==> config.mk <==
export PLATFORM = sky130hd
export DESIGN_NAME = collenda_clock_sequencer
export DESIGN_NICKNAME = d
export VERILOG_FILES = /design/src/rtl/collenda_clock_sequencer.sv
export SDC_FILE = /design/constraint.sdc
export NUM_CORES = 1
export LEC_CHECK = 0
export BUFFER_PORTS_ARGS = -buffer_cell sky130_fd_sc_hd__clkbuf_2
export CELL_PAD_IN_SITES_DETAIL_PLACEMENT = 0
export CELL_PAD_IN_SITES_GLOBAL_PLACEMENT = 1
export CORE_MARGIN = 10
export CORE_UTILIZATION = 45
export DETAILED_ROUTE_END_ITERATION = 12
export GPL_ROUTABILITY_DRIVEN = 0
export PLACE_DENSITY_LB_ADDON = 0.1
export SYNTH_ARGS = -nofsm -noshare
export SYNTH_HDL_FRONTEND = slang
export SYNTH_SLANG_ARGS = --single-unit
==> constraint.sdc <==
create_clock -name clk -period 2.9 [get_ports clk]
set_input_delay 0.29 -clock clk [delete_from_list [all_inputs] [get_ports clk]]
set_output_delay 0.29 -clock clk [all_outputs]
set_load 0.02 [all_outputs]
==> src/rtl/collenda_clock_sequencer.sv <==
// Avalon-MM programmable pulse-train generator: N pulses of H-cycle high/low phases.
// Optional handshake feature: define COLLENDA_CLKSEQ_ACK_EN to stall each pulse's falling edge on ack_in.
module collenda_clock_sequencer (
    input  logic        clk,
    input  logic        reset_n,
    input  logic [1:0]  address,
    input  logic        chipselect,
    input  logic        write_n,
    input  logic [31:0] writedata,
    output logic [31:0] readdata,
    input  logic        ack_in,
    output logic        clk_out,
    output logic        irq
);

`ifdef COLLENDA_CLKSEQ_ACK_EN
    typedef enum logic [1:0] {IDLE, HIGH, LOW, WAIT_ACK} state_t;
`else
    typedef enum logic [1:0] {IDLE, HIGH, LOW} state_t;
`endif

    state_t      state_reg;
    logic [15:0] pulse_count_reg;
    logic [15:0] half_period_reg;
    logic [15:0] remaining_reg;
    logic [15:0] phase_cnt_reg;
    logic        done_reg;
    logic        irq_en_reg;
    logic        ack_meta_reg;
    logic        ack_sync_reg;
    logic        clk_out_reg;
    logic [31:0] readdata_reg;

    logic        wr_en;
    logic        ctrl_wr;
    logic        start;
    logic        abort;
    logic        busy;
    logic [15:0] phase_load;
    logic        unused_bits;

    assign wr_en   = chipselect & ~write_n;
    assign ctrl_wr = wr_en && (address == 2'd0);
    // Abort dominates a simultaneous start.
    assign abort   = ctrl_wr & writedata[1];
    assign start   = ctrl_wr & writedata[0] & ~writedata[1];
    assign busy    = (state_reg != IDLE);
    // Counter reload value: phase length minus one, with HALF_PERIOD=0 treated as 1.
    assign phase_load = (half_period_reg == 16'd0) ? 16'd0 : half_period_reg - 16'd1;
    assign unused_bits = ^writedata[31:16];

    assign readdata = readdata_reg;
    assign clk_out  = clk_out_reg;
    assign irq      = done_reg & irq_en_reg;

    always_ff @(posedge clk or negedge reset_n) begin
        if (!reset_n) begin
            state_reg       <= IDLE;
            pulse_count_reg <= 16'd0;
            half_period_reg <= 16'd0;
            remaining_reg   <= 16'd0;
            phase_cnt_reg   <= 16'd0;
            done_reg        <= 1'b0;
            irq_en_reg      <= 1'b0;
            ack_meta_reg    <= 1'b0;
            ack_sync_reg    <= 1'b0;
            clk_out_reg     <= 1'b0;
            readdata_reg    <= 32'd0;
        end else begin
            ack_meta_reg <= ack_in;
            ack_sync_reg <= ack_meta_reg;

            if (ctrl_wr) begin
                irq_en_reg <= writedata[2];
                // Later assignments in the FSM override this, so a same-cycle set wins.
                if (writedata[3])
                    done_reg <= 1'b0;
            end
            if (wr_en && (address == 2'd1) && !busy)
                pulse_count_reg <= writedata[15:0];
            if (wr_en && (address == 2'd2) && !busy)
                half_period_reg <= writedata[15:0];

            case (address)
                2'd0:    readdata_reg <= {28'd0, ack_sync_reg, irq_en_reg, done_reg, busy};
                2'd1:    readdata_reg <= {16'd0, pulse_count_reg};
                2'd2:    readdata_reg <= {16'd0, half_period_reg};
                default: readdata_reg <= {16'd0, remaining_reg};
            endcase

            case (state_reg)
                IDLE: begin
                    if (start) begin
                        remaining_reg <= pulse_count_reg;
                        done_reg      <= 1'b0;
                        if (pulse_count_reg != 16'd0) begin
                            state_reg     <= HIGH;
                            clk_out_reg   <= 1'b1;
                            phase_cnt_reg <= phase_load;
                        end else begin
                            done_reg <= 1'b1;
                        end
                    end
                end
                HIGH: begin
                    if (abort) begin
                        state_reg   <= IDLE;
                        clk_out_reg <= 1'b0;
                    end else if (phase_cnt_reg != 16'd0) begin
                        phase_cnt_reg <= phase_cnt_reg - 16'd1;
                    end else begin
`ifdef COLLENDA_CLKSEQ_ACK_EN
                        state_reg <= WAIT_ACK;
`else
                        state_reg     <= LOW;
                        clk_out_reg   <= 1'b0;
                        phase_cnt_reg <= phase_load;
`endif
                    end
                end
`ifdef COLLENDA_CLKSEQ_ACK_EN
                WAIT_ACK: begin
                    if (abort) begin
                        state_reg   <= IDLE;
                        clk_out_reg <= 1'b0;
                    end else if (ack_sync_reg) begin
                        state_reg     <= LOW;
                        clk_out_reg   <= 1'b0;
                        phase_cnt_reg <= phase_load;
                    end
                end
`endif
                LOW: begin
                    if (abort) begin
                        state_reg   <= IDLE;
                        clk_out_reg <= 1'b0;
                    end else if (phase_cnt_reg != 16'd0) begin
                        phase_cnt_reg <= phase_cnt_reg - 16'd1;
                    end else begin
                        remaining_reg <= remaining_reg - 16'd1;
                        if (remaining_reg == 16'd1) begin
                            state_reg <= IDLE;
                            done_reg  <= 1'b1;
                        end else begin
                            state_reg     <= HIGH;
                            clk_out_reg   <= 1'b1;
                            phase_cnt_reg <= phase_load;
                        end
                    end
                end
                default: begin
                    state_reg   <= IDLE;
                    clk_out_reg <= 1'b0;
                end
            endcase
        end
    end

endmodule

# After elaboration in Yosys (flattened, before gate mapping)
# Index checks and enable logic that the tools add are counted.
# totals
ff_bits,103
output_inout_bits,34
wordCells,91
inputBits,39
# op_classes
n_mux,38
add_sub_neg,3
n_eq_ne,14
n_reduce_logical,18
bitwise,7
# ops
operator,count
16-bit 2-to-1 mux,11
16-bit one-hot mux with 3 select lines,2
16-bit by 1-bit subtractor with 16-bit output (second input constant),3
16-bit one-hot mux with 2 select lines,1
16-bit nonzero test,2
16-bit by 1-bit == test with 1-bit output (second input constant),1
16-bit logical NOT,1
1-bit 2-to-1 mux,15
2-bit 2-to-1 mux,6
3-bit inequality test (second input constant),4
2-bit inequality test (second input constant),5
4-bit AND reduction,2
2-bit one-hot mux with 3 select lines,1
6-bit AND reduction,1
1-bit AND,5
1-bit logical AND,5
5-bit AND reduction,1
2-bit by 1-bit == test with 1-bit output (second input constant),2
2-bit == test (second input constant),2
2-bit logical NOT,2
2-bit nonzero test,2
1-bit one-hot mux with 3 select lines,1
3-bit nonzero test,1
1-bit inverter,2
2 further kinds,2

# Longest topological paths before layout
# Gate-level depths: netlist (run 1).
# depth
ltp_word,8
mapped_depth,10
ltp_nobuf,8

# Least setup slack after synthesis (run 1)
# OpenSTA, ideal clock, no wires.
# synth_timing
path_type,flip-flop to flip-flop
from,register phase_cnt_reg[12]
to,register phase_cnt_reg[8]
slack_ns,0.837
setup_ns,0.137
path_buffers,2
stages_incl_launch_ff,8
arrival_ns,1.926
synth_period_minus_slack_ns,2.063
required_time_ns,2.763
cell_sequence,dfrtp_1 > or3_4 > or4_4 > o211a_1 > buf_6 > buf_6 > nand3_1 > o211ai_1
# synth_between
elab_chain_cells,4
elab_cells_between_ends,8
cone_classes,1 x eq/ne; 5 x mux; 2 x reduce/logical
# synth_lines
item,line,text
from (decl),26,logic [15:0] phase_cnt_reg;
from (signal assigned),99,phase_cnt_reg <= phase_load;
from (signal assigned),110,phase_cnt_reg <= phase_cnt_reg - 16'd1;
from (signal assigned),117,phase_cnt_reg <= phase_load;
16-bit nonzero test (*),"109, 137",
"16-bit 2-to-1 mux, on equally long branches","137, 109",
"16-bit 2-to-1 mux, on equally long branches","134, 106",
16-bit one-hot mux with 3 select lines,91,case (state_reg)
# Every way passes the cells marked *; elsewhere a longest branch is shown, timed or not. The select of a mux whose other input is x is not followed.
# A chain may end at the register's enable or synchronous reset.

# Worst setup path after layout (run 1)
# layout_timing
from,register phase_cnt_reg[12]
to,register phase_cnt_reg[13]
# layout_between
elab_chain_cells,4
elab_cells_between_ends,9
cone_classes,1 x add/sub; 1 x eq/ne; 5 x mux; 2 x reduce/logical
# layout_lines
item,line
16-bit by 1-bit subtractor with 16-bit output / 16-bit nonzero test (equally long branches),n/a
"16-bit 2-to-1 mux, on equally long branches","137, 109"
"16-bit 2-to-1 mux, on equally long branches","134, 106"
16-bit one-hot mux with 3 select lines,91
# Several ways; a longest one is shown, not always the timed one. The select of a mux whose other input is x is not followed.

==> out/qor.csv, run 1 <==
stage,metric,value,unit
floorplanning,Core ar.,10800,um2
final_layout,Final Util,51.4,%
power,Max IR drop VDD,449,uV
timing,Final Hold Viols,0,
critical_path,crit-path max FO,18,
critical_path,"Data arrival, critical path",2790,ps
floorplanning,# IOs,73,
synth,mapped cell area,4990,um2
placed_design,dpl cell area,5330,um2
routing,Via-to-Cell Ratio,5.87,
synth,adder-cell share of the synthesized area,2.26,%
synth,Post-synth EDFFs,0,
global_route,initial antenna violation count,0,
min_path,Hold Crit Class,in -> reg,
cts,clk buf depth,2,
global_route,first-pass GRT wire length,21900,um
timing,unrepaired setup endpoints after global routing,false,
synth,syn_area_per_cell,9.83,um2
critical_path,"Slowest-stage cell, CP",nor4_1,
critical_path,Max stage delay on crit path,490,ps
critical_path,CP endpoint kind,register,
power,internal power,3610,uW
global_route,vias in the first global route,4041,
power,P_sw,2790,uW
synth,Synth cell types,64,
final_layout,Layout area overhead,11.7,%
power,Power Dens Cells,1150,nW/um2
synth,XOR/XNOR Fraction of Synth Area,1.75,%
global_route,total gr overflow,0,
cts,post-cts resize count,0,
routing,wire length per cell,19.1,um
final_layout,final cell count without fillers,695,
cts,CTS Root Cell,clkbuf_8,
routing,DR pass1 iterations,5,
timing,worst rel slew slack,57.1,%
cts,clk sinks,87,
global_route,pin count of the biggest net entering global routing,49,
power,leakage,0.00232,uW
cts,CTS tree,done,
synth,most used flip-flop cell after synthesis,dfrtp_1,
timing,Final Max Tran Viols,0,
synth,main combinational cell family by area after synthesis,compound AO/OA/AOI/OAI gates,
floorplanning,# rows,38,
routing,1st-iter DRT viols,235,
power,clock power share,16.1,%
placed_design,DPL Wire Length,9720,um
global_route,gr usage total,16.8,%
synth,register area share after synthesis,43.6,%
floorplanning,Initial Utilization,46.1,%
power,Seq pwr share,39.5,%
critical_path,CP Launch Type,register,
critical_path,"Cell Chain, Critical Path",nor4_1 -> nand4_1 -> o21a_1 -> nor2_1 -> a22oi_1 -> o2bb2ai_1,
synth,multiplexer share of the synthesized area,11.1,%
routing,final WL,13300,um
final_layout,design area,5570,um2
run_status,run status,completed,
synth,#FFs+latches synth,87,
placed_design,dpl cells,678,
synth,Simple-Gate Fraction of Synth Area,16.9,%
final_layout,Final nets,598,
flow_run,maxcap violations,0,
routing,Vias,4081,
timing,Post-Route Setup TNS,0,ps
critical_path,Setup Crit Path Kind,reg -> reg,
timing,Tcrit/Tclk final,86.4,%
timing,Worst-Margin Slew,644,ps
synth,Yosys warning count,0,
cts,TritonCTS buffer count,9,
power,Logic pwr share,44.4,%
timing,Max Clock Freq,399,MHz
power,switching share of power,43.6,%
floorplanning,DIE WIDTH,125,um
cts,Worst-Skew Late Latency,370,ps
critical_path,Worst Path Buf+Inv,0,
timing,Fin Clk Skew,9.17,ps
critical_path,CP top delay family,simple AND/OR/NAND/NOR gates,
cts,Worst-path clk slew,90,ps
floorplanning,Die Y,125,um
synth,Cells after Synth,508,
synth,ys async rst share,100,%
timing,Final Critical Period,2500,ps
timing,final setup fails,0,
placed_design,PortBufs,40,
final_layout,ANT cells,0,
cts,CTS H-tree lvls,3,
floorplanning,die area,15700,um2
routing,remaining antenna violation count,0,
routing,Residual DRC,0,
final_layout,proportion of layout cells with a drive suffix above 1,24.1,%
critical_path,"Req. time, crit path",3180,ps
synth,post-synthesis compound-gate area fraction,18.0,%
layout make-up:
cell class              instances  area, um2
clock inverters                 6        109
flip-flops and latches         87       2180
clock buffers                  10        128
well taps                     140        175
fillers                      1012       5270
repair buffers                 58        353
inverters                      19       71.3
multi-input cells             375       2560
worst paths after layout:
path | slack (ps) | start | to | cells after the start
max | 400 | phase_cnt_reg[12] | phase_cnt_reg[13] | 6
min | 20 | ack_in | ack_meta_reg | 1
max reg2reg | 400 | phase_cnt_reg[12] | phase_cnt_reg[13] | 6
min reg2reg | 360 | ack_meta_reg | ack_sync_reg | 0
max in group asynchronous | 1690 | reset_n | readdata[14] | 3
min in group asynchronous | 480 | reset_n | ack_meta_reg | 2
kinds of logic (layout without fill, tap and decap cells):
logic type / after synthesis / in the layout
buf+inv: 61 / 93
fa+ha+maj: 9 / 9
xor+xnor: 10 / 10
compound gates: 141 / 141
simple gates: 154 / 154
other cells: 1 / 16
flops: 87 / 87
mux: 45 / 45
layout by cell type (no fill, tap or decap), types with 14 or more instances in the layout:
| master | instances |
|---|---|
| a21oi_1 | 45 |
| a22o_1 | 14 |
| buf_4 | 17 |
| clkbuf_2 | 39 |
| conb_1 | 16 |
| dfrtp_1 | 87 |
| inv_1 | 19 |
| mux2_2 | 41 |
| nand2_1 | 46 |
| nand3_1 | 16 |
| nor2_1 | 29 |
| nor3_1 | 14 |
| o21ai_0 | 25 |
synth_stat cells, drive strengths merged, types with 3 or more instances:
library cell  count  area, um2
o211ai            3       27.5
nor3b             5       42.5
a21oi            45        225
mux2             41        462
buf              24        176
dfrtp            87       2180
a22o             14        123
inv              19       71.3
a31oi             8       56.3
or3               6       42.5
ha                9        113
o21a              4       30.0
o32ai             4       35.0
o22a              3       26.3
nand4             7       43.8
mux4              4       90.1
o2bb2ai           3       26.3
and4              3       26.3
xor2              8       70.1
o21ai            34        170
nand3            16       80.1
or4               3       26.3
o22ai             8       50.1
nor4             10       96.4
a22oi             3       27.5
clkbuf           18       67.6
nor3             16       90.1
nor4b             4       47.6
nand2            46        173
nor2             29        109
power groups by stage:
| stage | Combinational, uW | Sequential [uW] | Clock (uW) |
|---|---|---|---|
| 3_5_place_dp | 2830 | 2530 | 0 |
| 6_report | 2840 | 2520 | 1030 |
| 4_1_cts | 2850 | 2520 | 1050 |
| 3_3_place_gp | 2780 | 2510 | 0 |
| 5_1_grt | 3190 | 2610 | 1100 |
| 2_1_floorplan | 2170 | 2380 | 0 |
routing by layer:
| layer | wire length (um) | global-route usage (%) |
|---|---|---|
| met5 | 0 | 0 |
| met1 | 6510 | 23.8 |
| met4 | 146 | 4.27 |
| met2 | 5910 | 25.4 |
| met3 | 738 | 3.63 |
what timing repair did:
action,4_1_cts,5_1_grt
setup buffers,0,0
endpoints found under the hold margin,46,0
hold buffers,1,0
metrics by stage:
stage / hold slack, ps / setup slack [ps] / total power [uW]
floorplan: -5.59 / 837 / 4550
global placement: 338 / 495 / 5290
detailed placement: 341 / 463 / 5370
CTS: 10.2 / 459 / 6410
global route: 7.45 / 226 / 6900
finish: 21.6 / 395 / 6400
Power figures use the tool's default switching activity.
==> run 2: changes to the inputs <==
--- a/config.mk
+++ b/config.mk
@@ -8,11 +8,13 @@
 export BUFFER_PORTS_ARGS = -buffer_cell sky130_fd_sc_hd__clkbuf_2
 export CELL_PAD_IN_SITES_DETAIL_PLACEMENT = 0
 export CELL_PAD_IN_SITES_GLOBAL_PLACEMENT = 1
+export CORE_ASPECT_RATIO = 1.2
 export CORE_MARGIN = 10
 export CORE_UTILIZATION = 45
 export DETAILED_ROUTE_END_ITERATION = 12
 export GPL_ROUTABILITY_DRIVEN = 0
 export PLACE_DENSITY_LB_ADDON = 0.1
+export REMOVE_ABC_BUFFERS = 1
 export SYNTH_ARGS = -nofsm -noshare
 export SYNTH_HDL_FRONTEND = slang
 export SYNTH_SLANG_ARGS = --single-unit
==> out/qor.csv, run 2 (synthesized netlist as in run 1, its figures left out) <==
stage,metric,value,unit,change
power,Max IR drop VDD,478,uV,+6.5%
critical_path,Setup Crit Path Kind,reg -> reg,,
floorplanning,DIE WIDTH,116,um,-7.3%
power,total power draw,6480,uW,+1.3%
global_route,gr usage total,18.0,%,+1.2 points
placed_design,PortBufs,40,,unchanged
floorplanning,Core ar.,10900,um2,+0.83%
timing,Fin Clk Skew,6.99,ps,-2.18 ps
global_route,vias in the first global route,4104,,+1.6%
cts,CTS H-tree lvls,3,,unchanged
cts,CTS Root Cell,clkbuf_16,,
critical_path,"Data arrival, critical path",2640,ps,-150 ps
cts,clk sinks,87,,unchanged
final_layout,design area,5610,um2,+0.70%
floorplanning,Initial Utilization,45.7,%,-0.38 points
cts,CTS tree,done,,
timing,worst rel slew slack,54.9,%,-2.2 points
timing,Final Max Tran Viols,0,,unchanged
global_route,pin count of the biggest net entering global routing,48,,-2.0%
flow_run,maxcap violations,0,,unchanged
placed_design,dpl cell area,5320,um2,-0.19%
timing,Final Critical Period,2440,ps,-64.5 ps
floorplanning,# rows,42,,+11%
cts,TritonCTS buffer count,9,,unchanged
final_layout,ANT cells,0,,unchanged
power,leakage,0.00234,uW,+0.64%
min_path,Hold Crit Class,in -> reg,,
global_route,initial antenna violation count,0,,unchanged
floorplanning,# IOs,73,,unchanged
global_route,total gr overflow,0,,unchanged
routing,Vias,4082,,+0.025%
timing,Max Clock Freq,410,MHz,+2.6%
cts,post-cts resize count,0,,unchanged
final_layout,most frequent cells in the layout,"dfrtp_1 (87), nand2_1 (46), a21oi_1 (45)",,
critical_path,"Req. time, crit path",3100,ps,-80 ps
run_status,run status,completed,,
routing,Via-to-Cell Ratio,5.94,,+1.2%
routing,remaining antenna violation count,0,,unchanged
floorplanning,Die Y,135,um,+8.0%
final_layout,Final nets,598,,unchanged
routing,wire length per cell,19.6,um,+2.3%
routing,Residual DRC,0,,unchanged
final_layout,proportion of layout cells with a drive suffix above 1,24.3,%,+0.18 points
timing,final setup fails,0,,unchanged
routing,final WL,13500,um,+1.1%
placed_design,DPL Wire Length,9880,um,+1.6%
final_layout,Layout area overhead,12.4,%,
routing,DR pass1 iterations,5,,unchanged
power,Power Dens Cells,1150,nW/um2,+0.61%
critical_path,CP endpoint kind,register,,
timing,Worst-Margin Slew,676,ps,+32.3 ps
timing,Final Hold Viols,0,,unchanged
critical_path,CP Launch Type,register,,
final_layout,"commonest non-fill, non-tap cell in the layout",dfrtp_1,,
timing,Tcrit/Tclk final,84.1,%,-2.2 points
global_route,first-pass GRT wire length,22000,um,+0.53%
routing,1st-iter DRT viols,231,,-1.7%
cts,Worst-Skew Late Latency,350,ps,-20 ps
cts,clk buf depth,2,,unchanged
cts,Worst-path clk slew,70,ps,-20 ps
critical_path,crit-path max FO,19,,+1
timing,unrepaired setup endpoints after global routing,false,,
floorplanning,die area,15700,um2,+0.11%
run 2: changes by cell type in the layout (fill, tap and decap cells not counted):
cell,previous run,this run
clkbuf_8,9,1
clkinv_2,2,1
clkbuf_1,1,0
clkbuf_16,0,9
clkinv_4,1,3
clkinvlp_4,0,2
bufinv_16,3,0
run 2: worst paths after layout:
path                       slack (ps)  depth (start not counted)                end             start
max in group asynchronous        1670                          3  remaining_reg[11]           reset_n
min in group asynchronous         490                          2        readdata[2]           reset_n
min                                40                          1       ack_meta_reg            ack_in
max                               460                          6   phase_cnt_reg[4]  phase_cnt_reg[4]
max reg2reg                       460                          6   phase_cnt_reg[4]  phase_cnt_reg[4]
min reg2reg                       350                          0       ack_sync_reg      ack_meta_reg
run 2: layout make-up:
| type | count | area (um2) |
|---|---|---|
| fillers | 1058 | 5320 |
| repair buffers | 58 | 353 |
| well taps | 132 | 165 |
| flip-flops and latches | 87 | 2180 |
| clock buffers | 10 | 239 |
| multi-input cells | 375 | 2560 |
| inverters | 19 | 71.3 |
| clock inverters | 6 | 46.3 |
run 2: timing repair:
| item | 4_1_cts | 5_1_grt |
|---|---|---|
| endpoints found under the hold margin | 41 | 0 |
| setup buffers | 0 | 0 |
| hold buffers | 1 | 0 |
run 2: report_power, final:
group,internal (uW),switching (uW),leakage (uW)
Combinational,1250,1590,0.00115
Clock,607,516,0.000135
Sequential,1790,726,0.00105
Total,3650,2830,0.00234
run 2: per-stage QoR:
stage / util (%) / instances / hold WS [ps] / worst slack, ps / setup TNS [ps]
2_1_floorplan: - / 481 / -5.59 / -284 / -2400
3_3_place_gp: 48.6 / 670 / 332 / 484 / 0
3_5_place_dp: 48.6 / 670 / 336 / 476 / 0
4_1_cts: 51.4 / 687 / 39.3 / 445 / 0
5_1_grt: 51.4 / 687 / 46.9 / 275 / 0
6_report: 51.4 / 687 / 41.6 / 460 / 0
run 2: layer usage:
layer  vias to the layer above  GRT usage [%]  routed length [um]
li1                       1937              -                   -
met1                      2041           21.8                5650
met2                        78           30.7                7060
met3                        26           2.44                 443
met4                         0           8.15                 293
met5                         -              0                   0
run 2: worst max-delay path, cell delays in order, from the launching register on:
cell	delay (ps)
dfrtp_1	440
nor3_1	310
nand2_1	230
or4_4	510
o211a_1	490
a21oi_1	240
a21oi_1	60
